[config.mk]
export PLATFORM = sky130hd
export DESIGN_NAME = apu_sweep_multi
export DESIGN_NICKNAME = d
export VERILOG_FILES = /design/src/rtl/apu_sweep_multi.sv
export SDC_FILE = /design/constraint.sdc
export NUM_CORES = 1
export LEC_CHECK = 0
export BUFFER_PORTS_ARGS = -buffer_cell sky130_fd_sc_hd__buf_4
export CAP_MARGIN = 20
export CORE_AREA = 2 2 136 125
export CTS_CLUSTER_SIZE = 14
export DETAILED_ROUTE_END_ITERATION = 10
export DIE_AREA = 0 0 138 127
export PLACE_DENSITY_LB_ADDON = 0.15
export SLEW_MARGIN = 20
export SYNTH_ARGS = -nofsm -noshare
export SYNTH_HDL_FRONTEND = slang
export SYNTH_SLANG_ARGS = --single-unit
[constraint.sdc]
create_clock -name clk -period 8.2 [get_ports clk]
set_input_delay 0.41 -clock clk [delete_from_list [all_inputs] [get_ports clk]]
set_output_delay 0.41 -clock clk [all_outputs]
set_load 0.01 [all_outputs]
[src/rtl/apu_sweep_multi.sv]
// rtl/apu_sweep_multi.sv - multi-channel APU period sweep unit
//
// Holds NCH independent sweep channels. Each channel has a working period,
// a sweep divider, a reload flag and a latched sweep configuration. On
// half-frame ticks, each channel's period is adjusted by a shifted copy of
// itself.
//
// Ports:
//   clk            system clock
//   rst            asynchronous active-low reset
//   halfframe      one-cycle half-frame tick shared by all channels
//   period_wr      per-channel strobe loading period_in into the working period
//   period_in      flattened period write data, channel i at [i*PW +: PW]
//   sweep_wr       per-channel sweep-register write strobe
//   sweep_en       sweep enable, latched on sweep_wr
//   sweep_neg      negate mode, latched on sweep_wr
//   sweep_period   divider reload value, latched on sweep_wr
//   sweep_shift    shift count, latched on sweep_wr
//   current_period working period per channel
//   mute           per-channel mute (combinational from state)
//   sweep_tick     one-cycle pulse when the sweep updated a channel's period
module apu_sweep_multi #(
   parameter int             NCH      = 2,
   parameter int             PW       = 11,
   parameter int             DW       = 3,
   parameter int             SW       = 3,
   parameter logic [NCH-1:0] NEG_ONES = 2'b01,
   parameter int             MUTE_MIN = 8
) (
   input  logic              clk,
   input  logic              rst,
   input  logic              halfframe,
   input  logic [NCH-1:0]    period_wr,
   input  logic [NCH*PW-1:0] period_in,
   input  logic [NCH-1:0]    sweep_wr,
   input  logic [NCH-1:0]    sweep_en,
   input  logic [NCH-1:0]    sweep_neg,
   input  logic [NCH*DW-1:0] sweep_period,
   input  logic [NCH*SW-1:0] sweep_shift,
   output logic [NCH*PW-1:0] current_period,
   output logic [NCH-1:0]    mute,
   output logic [NCH-1:0]    sweep_tick
);

   for (genvar i = 0; i < NCH; i++) begin : g_ch
      logic [PW-1:0] cur;
      logic [DW-1:0] div;
      logic          reload;
      logic          en_q;
      logic          neg_q;
      logic [DW-1:0] per_q;
      logic [SW-1:0] sh_q;
      logic          tick_q;

      logic [PW-1:0] chg;
      logic [PW:0]   sum;
      logic [PW:0]   dif;
      logic [PW:0]   target;
      logic          ch_mute;
      logic          do_update;

      // Target is always computed so mute can track it regardless of enable.
      assign chg    = cur >> sh_q;
      assign sum    = {1'b0, cur} + {1'b0, chg};
      // Ones'-complement channels subtract one extra.
      assign dif    = {1'b0, cur} - {1'b0, chg} - {{PW{1'b0}}, NEG_ONES[i]};
      assign target = neg_q ? dif : sum;

      // Only an add-mode carry mutes; a negate-mode borrow is ignored.
      assign ch_mute   = (cur < PW'(MUTE_MIN)) || (!neg_q && target[PW]);
      assign do_update = halfframe && (div == '0) && en_q && (sh_q != '0) && !ch_mute;

      always_ff @(posedge clk or negedge rst) begin
         if (!rst) begin
            cur    <= '0;
            div    <= '0;
            reload <= 1'b0;
            en_q   <= 1'b0;
            neg_q  <= 1'b0;
            per_q  <= '0;
            sh_q   <= '0;
            tick_q <= 1'b0;
         end else begin
            // A direct period write takes priority over a sweep update.
            if (period_wr[i]) begin
               cur <= period_in[i*PW +: PW];
            end else if (do_update) begin
               cur <= target[PW-1:0];
            end
            tick_q <= do_update && !period_wr[i];

            if (halfframe) begin
               if ((div == '0) || reload) begin
                  div    <= per_q;
                  reload <= 1'b0;
               end else begin
                  div <= div - DW'(1);
               end
            end

            // Placed after the half-frame step so that a same-edge write
            // leaves reload set for the next half-frame.
            if (sweep_wr[i]) begin
               en_q   <= sweep_en[i];
               neg_q  <= sweep_neg[i];
               per_q  <= sweep_period[i*DW +: DW];
               sh_q   <= sweep_shift[i*SW +: SW];
               reload <= 1'b1;
            end
         end
      end

      assign current_period[i*PW +: PW] = cur;
      assign mute[i]                    = ch_mute;
      assign sweep_tick[i]              = tick_q;
   end

endmodule
After elaboration in Yosys (flattened, before gate mapping)
Cells that the tools add are included.
- output and inout port bits: 26
- input port bits: 45
- bits in writable memories: 0
- memories kept: 0
- memory bits (read-only): 0
- bits in latches: 0
- word-level logic and storage cells: 75
- bits in registers: 48
- reduce and logical (&&, ||, !) cells: 34
- div/mod/pow operators: 0
- add/sub/neg operators: 7
- multiplexer cells: 14
- $lt $le $gt $ge: 2
- bitwise logic cells: 0
- shifts and indexed selects: 2
- eq/ne operators: 0
- multiply operators: 0
- operators by type and width (kind ; count):
    two-way mux 11 bit ; 4
    adder 11 x 11 -> 12 bit ; 2
    two-way mux 12 bit ; 2
    subtractor 11 x 11 -> 12 bit ; 2
    less-than comparator 11 x 4 -> 1 bit (second input constant) ; 2
    right shift 11 x 3 -> 11 bit ; 2
    logical AND 1 bit ; 12
    nonzero test 2 bit ; 6
    subtractor 12 x 1 -> 12 bit (second input constant) ; 1
    logical NOT 1 bit ; 6
    logical NOT 3 bit ; 2
    two-way mux 1 bit ; 6
    two-way mux 3 bit ; 2
    nonzero test 3 bit ; 2
    subtractor 3 x 1 -> 3 bit (second input constant) ; 2
    logical OR 1 bit ; 4
    AND reduction 2 bit ; 2

Depth between registers and ports, before layout
Gate-level depths: netlist of the first run.
- depth after elaboration: 10
- depth in mapped cells: 20
- depth with buffers taken out: 16

Worst setup path before layout of the first run
Ideal clock, no wire load.
- path kind: flip-flop to output port
- start: reg g_ch[1].cur[6]
- end: out mute[1]
- path buffers: 3
- data arrival time: 3.731 ns
- path slack: 4.059 ns
- required time: 7.790 ns
- stages on the path, launching flop included: 18
- cell sequence: dfrtp_1 clkbuf_1 mux4_2 mux2i_4 ha_1 a31oi_1 a31oi_1 xnor2_1 ha_1 o21a_1 o211ai_1 a31o_1 a311o_1 a211oi_1 clkbuf_1 nor2_1 nand2_1 buf_4
- cells in the longest elaborated chain, start to end: 5
- elaborated cells between the ends (all ways): 7
- those cells by class: add/sub: 2; order compare: 1; shift: 1; mux: 1; reduce/logical: 2
- RTL lines (element ; line ; RTL):
    from (decl) ; 46 ; logic [PW-1:0] cur;
    from (signal assigned) ; 86 ; cur <= period_in[i*PW +: PW];
    from (signal assigned) ; 88 ; cur <= target[PW-1:0];
    right shift 11 x 3 -> 11 bit ; 63 ; assign chg = cur >> sh_q;
    adder 11 x 11 -> 12 bit or subtractor 11 x 11 -> 12 bit (tied branches) ; 64, 66 ;
    two-way mux 12 bit ; 67 ; assign target = neg_q ? dif : sum;
    logical AND 1 bit ; 70 ; assign ch_mute = (cur < PW'(MUTE_MIN)) || (!neg_q && target[PW]);
    logical OR 1 bit * ; 70 ;
    to (decl) ; 41 ; output logic [NCH-1:0] mute,
Mark *: on every way between the ends. The rest lies on a longest branch, timed or not.

Final worst setup path of the first run
- start: reg g_ch[1].sh_q[0]
- end: out mute[1]
- cells in the longest elaborated chain, start to end: 5
- elaborated cells between the ends (all ways): 6
- those cells by class: add/sub: 2; shift: 1; mux: 1; reduce/logical: 2
- RTL lines (element ; line ; RTL):
    from (decl) ; 52 ; logic [SW-1:0] sh_q;
    from (signal assigned) ; 107 ; sh_q <= sweep_shift[i*SW +: SW];
    right shift 11 x 3 -> 11 bit * ; 63 ;
    adder 11 x 11 -> 12 bit or subtractor 11 x 11 -> 12 bit (tied branches) ; 64, 66 ;
    two-way mux 12 bit * ; 67 ;
    logical AND 1 bit * ; 70 ;
    logical OR 1 bit * ; 70 ;
Marks and branches as above.

==> PnR_summary.wiki, run 1 <==
{| class="wikitable"
! Metric !! Value
|-
| DRC violation count after routing || 0
|-
| Count of nets after finishing || roughly 700
|-
| Chip Width || 138 µm
|-
| First-iteration detailed-routing DRC count || 291
|-
| Total of endpoints with negative setup slack in the final report || 0
|-
| Drt via density || about 5.3
|-
| Global Route Usage Sum || between 10% and 20%
|-
| Detail-routed net length per standard cell || approximately 16 µm
|-
| Util after Layout || 34.8%
|-
| Met3 demand-to-capacity share in global routing || 2.32%
|-
| Number of vias after detailed routing || ~4300
|-
| Delay of the slowest cell on the worst path || 0.95 ns
|-
| Post-layout minimum cycle time || 5.19 ns
|-
| Pin slew with the least headroom to its limit || between 0.9 and 1 ns
|-
| Syn_area_per_cell || ~8.4 µm²
|-
| Worst-case headroom to the max-slew limit || 38.7%
|-
| Max VDD drop || ~80 µV
|-
| Global-route wire length before repair || roughly 22 mm
|-
| Clock sink count || 48
|-
| Synth-to-layout area growth || 17.1%
|-
| Cell count after synthesis || 567
|-
| Global placer's final weighted congestion || 0.863
|-
| Crit-path slowest cell || dfrtp_1
|-
| Share of the clock period used by the worst path || 63.3%
|-
| Chain of cells forming the critical path || mux2i_1 > mux2i_1 > o221a_2 > a21oi_1 > and4_1 > nor2_1 > xor2_1 > ha_1 > o211ai_1 > a31o_1 > a311o_1 > and4_1 > nor2_1 > nand2_1 > buf_4
|-
| Number of gates resized after CTS || 0
|-
| Remaining number of nets flagged by the antenna check after routing || 0
|-
| Count of flip-flops with a built-in enable after synthesis || 0
|-
| Required time reported for the critical path endpoint || 7.79 ns
|-
| Reg clk slew, reported paths || ~0.070 ns
|-
| Highest attainable clock frequency || between 150 and 200 MHz
|-
| Share of async-settable or async-resettable flops after synthesis || 100%
|-
| Leading area contributor after synthesis || dfrtp_1
|-
| Most frequent cells in the layout || buf_4 (73), nand2_1 (56), nor2_1 (48), dfrtp_1 (48)
|-
| Worst clock skew || 0.0119 ns
|-
| Htree depth || 2
|-
| Via count of the first global-routing pass || 4259
|-
| Category of the worst setup path launch point || register
|-
| Final Hold Violating Endpoints || 0
|-
| Count of non-filler cells in the finished layout || between 800 and 900
|-
| Ratio of cells with drive above 1 in the final layout || approximately a fifth
|-
| Top post-synthesis cells by area || dfrtp_1 (25%), ha_1 (9.8%), mux2i_1 (5.7%)
|-
| Leak pwr || approximately 2.5 nW
|-
| Diode count || 0
|-
| Number of placed instances with taps included || ~810
|-
| Part of the Yosys area used for sequential elements || roughly a quarter
|-
| Min Hold Slack || about 0.13 ns
|-
| Class of the worst hold path || input port to asynchronous set/reset pin
|-
| Aggregate negative setup slack || 0 ns
|-
| Total wire length after detailed routing || approximately 13 mm
|-
| Areal power density over the cells || 210 nW/µm²
|-
| Area of the mapped netlist || ~4700 µm²
|-
| Die footprint || 17500 µm²
|-
| Number of top-level pins || 71
|-
| Busiest layer in global routing || met2
|-
| Setup repair after global routing missed its margin || no
|-
| Maximum number of buffers from clock root to sink || 2
|-
| Proportion of netlist area held by the largest area contributor || between 20% and 30%
|-
| Antenna violations before repair || 0
|-
| Global-route track usage on met1 || between 20 and 25%
|-
| Post-synthesis sequential element count || 48
|-
| Slew Viols, Final || 0
|-
| Critical path data arrival time || ~4.8 ns
|-
| Die Ht || between 100 and 150 µm
|-
| CTS tree || done
|-
| Most common cell after layout, fill and taps aside || buf_4
|-
| Met2 track demand over resource in global routing || roughly a quarter
|-
| Pin count of the biggest net entering global routing || roughly 50
|-
| Port bufs || 70
|-
| Clock latency reported for the late side of the worst-skew pair || approximately 0.30 ns
|-
| Clock tree root buffer cell || clkbuf_16
|-
| Max-Cap Viols || 0
|-
| Global route total overflow || 0
|-
| Synthesized netlist net count || 652
|-
| Number of buffers inserted by hold repair at cts || 0
|-
| Number of distinct library cells after synthesis || 65
|-
| Initial standard-cell utilization of the core || between 20% and 30%
|-
| Detailed placer's ending HPWL || 10.3 mm
|-
| Core box area || 16000 µm²
|-
| Status || finished, final reports clean
|-
| Kind of cell adding the most delay to the critical path || compound AO/OA/AOI/OAI gates
|-
| Number of buffers inserted to repair setup after CTS || 0
|-
| Crit. End Element || output pin
|-
| Number of placement rows || 44
|-
| Crit path max fanout || 25
|-
| Worst path bufs/invs || 1
|-
| Setup Crit Path Kind || register to output pin
|-
| YS warnings || 0
|-
| Primary FF master, synth || dfrtp_1
|-
| Number of CTS-inserted buffers || 5
|-
| Iteration count of the initial detailed-routing pass || 5
|}
[final timing paths]
check | endpoint | cells past startpoint | from | slack, ns
worst min register to register | g_ch[1].en_q | 1 | g_ch[1].en_q | 0.50
worst max register to register | g_ch[1].cur[1] | 14 | g_ch[1].sh_q[0] | 3.20
max in group asynchronous | g_ch[1].neg_q | 1 | rst | 7.63
min in group clk | g_ch[0].cur[5] | 3 | period_in[5] | 0.31
worst max-delay path | mute[1] | 15 | g_ch[1].sh_q[0] | 3.01
worst min-delay path | g_ch[0].cur[4] | 1 | rst | 0.13
[Yosys cell counts (7+ instances only)]
cell type  count
o311ai_1      13
o211ai_1      13
a21oi_1       35
o21ai_0       37
mux2_2        16
nor3_1        16
mux2i_1       27
xnor2_1       14
xor2_1         7
a31oi_1        7
clkbuf_1      20
dfrtp_1       48
o31ai_1        7
nor2_1        48
ha_1          37
inv_1         36
nand2_1       56
[final cells by class]
type,instances,area (µm²)
clock buffers,5,125
clock inverters,3,42.5
fillers,1703,10400
inverters,38,143
multi-input cells,447,3240
flip-flops and latches,48,1200
well taps,207,259
repair buffers,73,548
[cells by family (layout without fill, tap and decap cells)]
logic type	count (synthesis)	in the layout	share of synthesized area, %
buf+inv	72	119	6.62
mux	52	52	13.0
xor+xnor	21	21	3.87
simple gates	166	166	16.3
flops	48	48	25.3
compound gates	168	168	23.9
fa+ha+maj	40	40	11.0
[per-stage QoR]
stage                     worst slack (ns)  area (µm²)  total power, W
after floorplan                       4.06        4750        0.000765
after global placement                3.35        5390        0.000927
after detailed placement              3.29        5390        0.000926
after CTS                             3.06        5560         0.00118
after global routing                  2.62        5560         0.00127
final                                 3.01        5560         0.00117
[power by group]
| group | switching, W | internal [W] |
|---|---|---|
| combinational | 0.000321 | 0.000276 |
| sequential | 0.0000648 | 0.000264 |
| clock | 0.0000955 | 0.000143 |
[registers in the layout (all words and copies together), names as in the netlist]
register and flops:
g_ch.cur 22, g_ch.div 6, g_ch.per_q 6, g_ch.neg_q 2, g_ch.en_q 2, g_ch.sh_q 6, g_ch.reload 2, g_ch.tick_q 2
[worst reg2reg max path, stage by stage, from the launching register on]
cell      delay, ns
dfrtp_1        0.95
mux2i_1        0.47
mux2i_1        0.19
o221a_2        0.28
a21oi_1        0.26
and4_1         0.29
nor2_1         0.06
xor2_1         0.16
ha_1           0.36
o211ai_1       0.12
a31o_1         0.22
a311o_1        0.28
and4_1         0.36
or3_4          0.51
a311o_1        0.37
[metal layers]
layer  wire [µm]  vias to the layer above  share of wire [%]
met5           0                        -                  0
met2        5820                       95                 44
met1        6880                     2084                 51
met4         151                        0                1.1
li1            -                     2158                  -
met3         502                       10                3.8
Power figures use the tool's default switching activity.
==> inputs of run 2 (changes only) <==
--- a/config.mk
+++ b/config.mk
@@ -5,12 +5,13 @@
 export SDC_FILE = /design/constraint.sdc
 export NUM_CORES = 1
 export LEC_CHECK = 0
+export ABC_AREA = 1
 export BUFFER_PORTS_ARGS = -buffer_cell sky130_fd_sc_hd__buf_4
 export CAP_MARGIN = 20
-export CORE_AREA = 2 2 136 125
+export CORE_AREA = 2 2 135 124
 export CTS_CLUSTER_SIZE = 14
 export DETAILED_ROUTE_END_ITERATION = 10
-export DIE_AREA = 0 0 138 127
+export DIE_AREA = 0 0 137 126
 export PLACE_DENSITY_LB_ADDON = 0.15
 export SLEW_MARGIN = 20
 export SYNTH_ARGS = -nofsm -noshare
==> constraint.sdc (replaced) <==
create_clock -name clk -period 4.8 [get_ports clk]
set_input_delay 0.24 -clock clk [delete_from_list [all_inputs] [get_ports clk]]
set_output_delay 0.24 -clock clk [all_outputs]
set_load 0.01 [all_outputs]
==> run 2 against run 1 <==
Compared with the run above:
- critical path depth increased by 7
- clock skew shrank 0.0070 ns
- critical endpoint unchanged
- critical path type unchanged
- combinational power increased to 2.9 times the previous value
- the flow now finishes with violations (hold timing)
- via count grew 9.7%
- sequential share of layout area grew 0.31 points
- setup slack lost 2.2 ns
- global-route usage increased by 1.1 points
- die area fell by 1.5%
==> PnR_summary.wiki, run 2 <==
{| class="wikitable"
! Metric !! Value
|-
| Status || finished, violations left
|-
| Violated checks || hold timing
|-
| Count of flip-flops with a built-in enable after synthesis || 0 (unchanged)
|-
| Share of the clock period used by the worst path || between 80 and 90%
|-
| Number of placed instances with taps included || 960 (+18%)
|-
| Final Hold Violating Endpoints || 36 (+36)
|-
| Clock latency reported for the late side of the worst-skew pair || 0.30 ns (about the same)
|-
| Post-synthesis sequential element count || 48 (unchanged)
|-
| Ratio of cells with drive above 1 in the final layout || 13.4% (-5.5 points)
|-
| Wl on met1 || 6.83 mm (-0.61%)
|-
| Min Hold Slack || -0.0239 ns (-0.157 ns)
|-
| Pin count of the biggest net entering global routing || 49 (unchanged)
|-
| Critical path data arrival time || 3.75 ns (-1.03 ns)
|-
| DRC violation count after routing || 0 (unchanged)
|-
| Max reg flops || 22 (unchanged)
|-
| Number of buffers inserted by hold repair at cts || 0 (unchanged)
|-
| Synth-to-layout area growth || 17.3%
|-
| Cell count after synthesis || 707 (+25%)
|-
| Detailed placer's ending HPWL || 11.0 mm (+7.6%)
|-
| Aggregate negative setup slack || 0 ns (unchanged)
|-
| Reg clk slew, reported paths || 0.07 ns (about the same)
|-
| Leading area contributor after synthesis || dfrtp_1
|-
| Most common cell after layout, fill and taps aside || nand2_1
|-
| Number of vias after detailed routing || 4768 (+9.7%)
|-
| First-iteration detailed-routing DRC count || 366 (+26%)
|-
| Global-route wire length before repair || 22.7 mm (+2.9%)
|-
| Most frequent cells in the layout || nand2_1 (215), inv_1 (79), buf_4 (71)
|-
| Category of the worst setup path launch point || register
|-
| Post-layout minimum cycle time || around 4.0 ns
|-
| Class of the worst hold path || input port to asynchronous set/reset pin
|-
| Fill cells || 1777 (+4.3%)
|-
| Setup Crit Path Kind || register to output pin
|-
| Chip Width || 137 µm (-0.72%)
|-
| Syn_area_per_cell || 6.61 µm² (-21%)
|-
| Iteration count of the initial detailed-routing pass || 5 (unchanged)
|-
| Diode count || 0 (unchanged)
|-
| Global Route Usage Sum || 16.4% (+1.1 points)
|-
| Primary FF master, synth || dfrtp_1
|-
| Slew Viols, Final || 0 (unchanged)
|-
| Areal power density over the cells || 500 nW/µm² (+140%)
|-
| Remaining number of nets flagged by the antenna check after routing || 0 (unchanged)
|-
| Worst path setup slack after routing || 0.814 ns (-2.19 ns)
|-
| Antenna violations before repair || 0 (unchanged)
|-
| Initial standard-cell utilization of the core || 29.5% (-0.27 points)
|-
| Number of placement rows || 44 (unchanged)
|-
| Max VDD drop || 243 µV (+210%)
|-
| Drt via density || 4.93 (-7.0%)
|-
| Worst clock skew || 0.00490 ns (-0.00700 ns)
|-
| Number of top-level pins || 71 (unchanged)
|-
| Htree depth || 2 (unchanged)
|-
| Max-Cap Viols || 0 (unchanged)
|-
| Worst path bufs/invs || 5 (+4)
|-
| Crit path max fanout || 13 (-48%)
|-
| Leak pwr || 2.82 nW (+15%)
|-
| Top cells by count, synth || nand2_1 (215), inv_1 (79), o21ai_0 (65)
|-
| Wire length on met3 || 670 µm (+33%)
|-
| Global placer's final weighted congestion || 0.911 (+5.6%)
|-
| Global route total overflow || 0 (unchanged)
|-
| Number of gates resized after CTS || 0 (unchanged)
|-
| Detail-routed net length per standard cell || 14.4 µm (-12%)
|-
| Kind of cell adding the most delay to the critical path || simple AND/OR/NAND/NOR gates
|-
| Die footprint || 17300 µm² (-1.5%)
|-
| Number of buffers inserted to repair setup after CTS || 0 (unchanged)
|-
| Synthesized netlist net count || 792 (+21%)
|-
| Dominant cell by count in the synthesized netlist || nand2_1
|-
| Highest attainable clock frequency || approximately 250 MHz
|-
| Clock sink count || 48 (unchanged)
|-
| Top post-synthesis cells by area || dfrtp_1 (26%), nand2_1 (17%), ha_1 (9.9%)
|-
| Die Ht || 126 µm (-0.79%)
|-
| Delay of the slowest cell on the worst path || 0.58 ns (-0.37 ns)
|-
| Via count of the first global-routing pass || 4414 (+3.6%)
|-
| Worst-case headroom to the max-slew limit || 54.9% (+16 points)
|-
| Worst setup slack after placement || 0.938 ns (-2.36 ns)
|-
| Count of non-filler cells in the finished layout || 968 (+18%)
|-
| Top Layer Used || met4
|-
| Number of distinct library cells after synthesis || 39 (-40%)
|-
| Number of CTS-inserted buffers || 5 (unchanged)
|-
| Setup repair after global routing missed its margin || no
|-
| Area of the mapped netlist || 4670 µm² (-1.6%)
|-
| CTS tree || done
|-
| Total length of routed met2 wires || 6.28 mm (+7.9%)
|-
| Required time reported for the critical path endpoint || 4.56 ns (-3.23 ns)
|-
| Largest Register || g_ch.cur
|-
| Pin slew with the least headroom to its limit || 0.677 ns (-0.243 ns)
|-
| Total wire length after detailed routing || 13.9 mm (+4.2%)
|-
| Count of nets after finishing || 845 (+21%)
|-
| Proportion of netlist area held by the largest area contributor || 25.7% (+0.41 points)
|-
| Util after Layout || 34.6% (-0.25 points)
|-
| Share of async-settable or async-resettable flops after synthesis || 100% (unchanged)
|-
| YS warnings || 0 (unchanged)
|-
| Part of the Yosys area used for sequential elements || 25.7% (+0.41 points)
|-
| Crit. End Element || output pin
|-
| Chain of cells forming the critical path || inv_2 > nand2_2 > nand3_1 > nand3_1 > nand2_1 > inv_2 > ha_1 > nand3_1 > inv_1 > nand4_1 > nand2_1 > xor2_1 > inv_1 > ha_1 > nand2_1 > nor2_1 > nand3_1 > nand4_1 > o21bai_2 > nand3_2 > nand2_1 > buf_4
|-
| Port bufs || 70 (unchanged)
|-
| Maximum number of buffers from clock root to sink || 2 (unchanged)
|-
| Core box area || 15900 µm² (-0.69%)
|-
| Total of endpoints with negative setup slack in the final report || 0 (unchanged)
|-
| Clock tree root buffer cell || clkbuf_16
|-
| Crit-path slowest cell || dfrtp_1
|}
## run 2: cell types whose count changed in the layout (fill, tap and decap cells not counted), moves of 7 or more
cell	previous run	this run
mux2i_1	27	0
xor2_1	7	19
nand4_1	0	7
nand2_2	0	8
mux2_2	16	3
o21ai_0	37	65
nor3_1	16	6
inv_1	36	79
a21oi_1	35	26
nand2_1	56	215
o311ai_1	13	0
nor2_1	48	39
nand3_1	5	62
## run 2: path summary, 6_finish.rpt
check                                 start                to  slack [ns]  cells past startpoint
hold / removal                          rst    g_ch[1].cur[8]       -0.02                      1
min in group clk            sweep_period[1]  g_ch[0].per_q[1]        0.14                      3
max in group asynchronous               rst    g_ch[0].cur[9]        4.37                      1
setup reg to reg            g_ch[1].sh_q[0]    g_ch[1].cur[4]        0.93                     24
hold reg to reg            g_ch[0].per_q[1]  g_ch[0].per_q[1]        0.48                      2
setup / recovery            g_ch[1].sh_q[0]           mute[1]        0.81                     22
## run 2: cell families (layout without fill, tap and decap cells)
logic type	Yosys count	count (layout)	share of synthesized area (%)
muxes	3	3	0.723
AOI/OAI and AO/OA	126	126	15.2
buffers and inverters	112	166	9.88
xor gates and xnor gates	29	29	5.44
adders and majority gates	40	40	11.2
DFF	48	48	25.7
and+or+nand+nor	349	349	31.8
## run 2: metal layers
metal  vias up  global-route usage, %
li1       2416                      -
met1      2200                   24.2
met2       139                   25.1
met3        13                   2.42
met4         0                   3.76
met5         -                      0
## run 2: power breakdown
part | switching (W) | leakage (nW) | total [W] | internal (W)
clock | 0.000164 | 0.0701 | 0.000372 | 0.000208
sequential | 0.000174 | 0.583 | 0.000659 | 0.000485
combinational | 0.00102 | 2.17 | 0.00171 | 0.000686
## run 2: final cells by class
class,instances,area (µm²),share of cell area [%]
clock buffers,7,143,2.60
multi-input cells,547,3010,54.9
repair buffers,71,533,9.73
well taps,207,259,4.73
clock inverters,1,7.51,0.137
inverters,87,327,5.96
flip-flops and latches,48,1200,21.9
## run 2: stage by stage
stage / total power (W) / instance area, µm²
2_1_floorplan: 0.00186 / 4670
3_3_place_gp: 0.00237 / 5330
3_5_place_dp: 0.00238 / 5330
4_1_cts: 0.00277 / 5480
5_1_grt: 0.00303 / 5480
6_report: 0.00274 / 5480
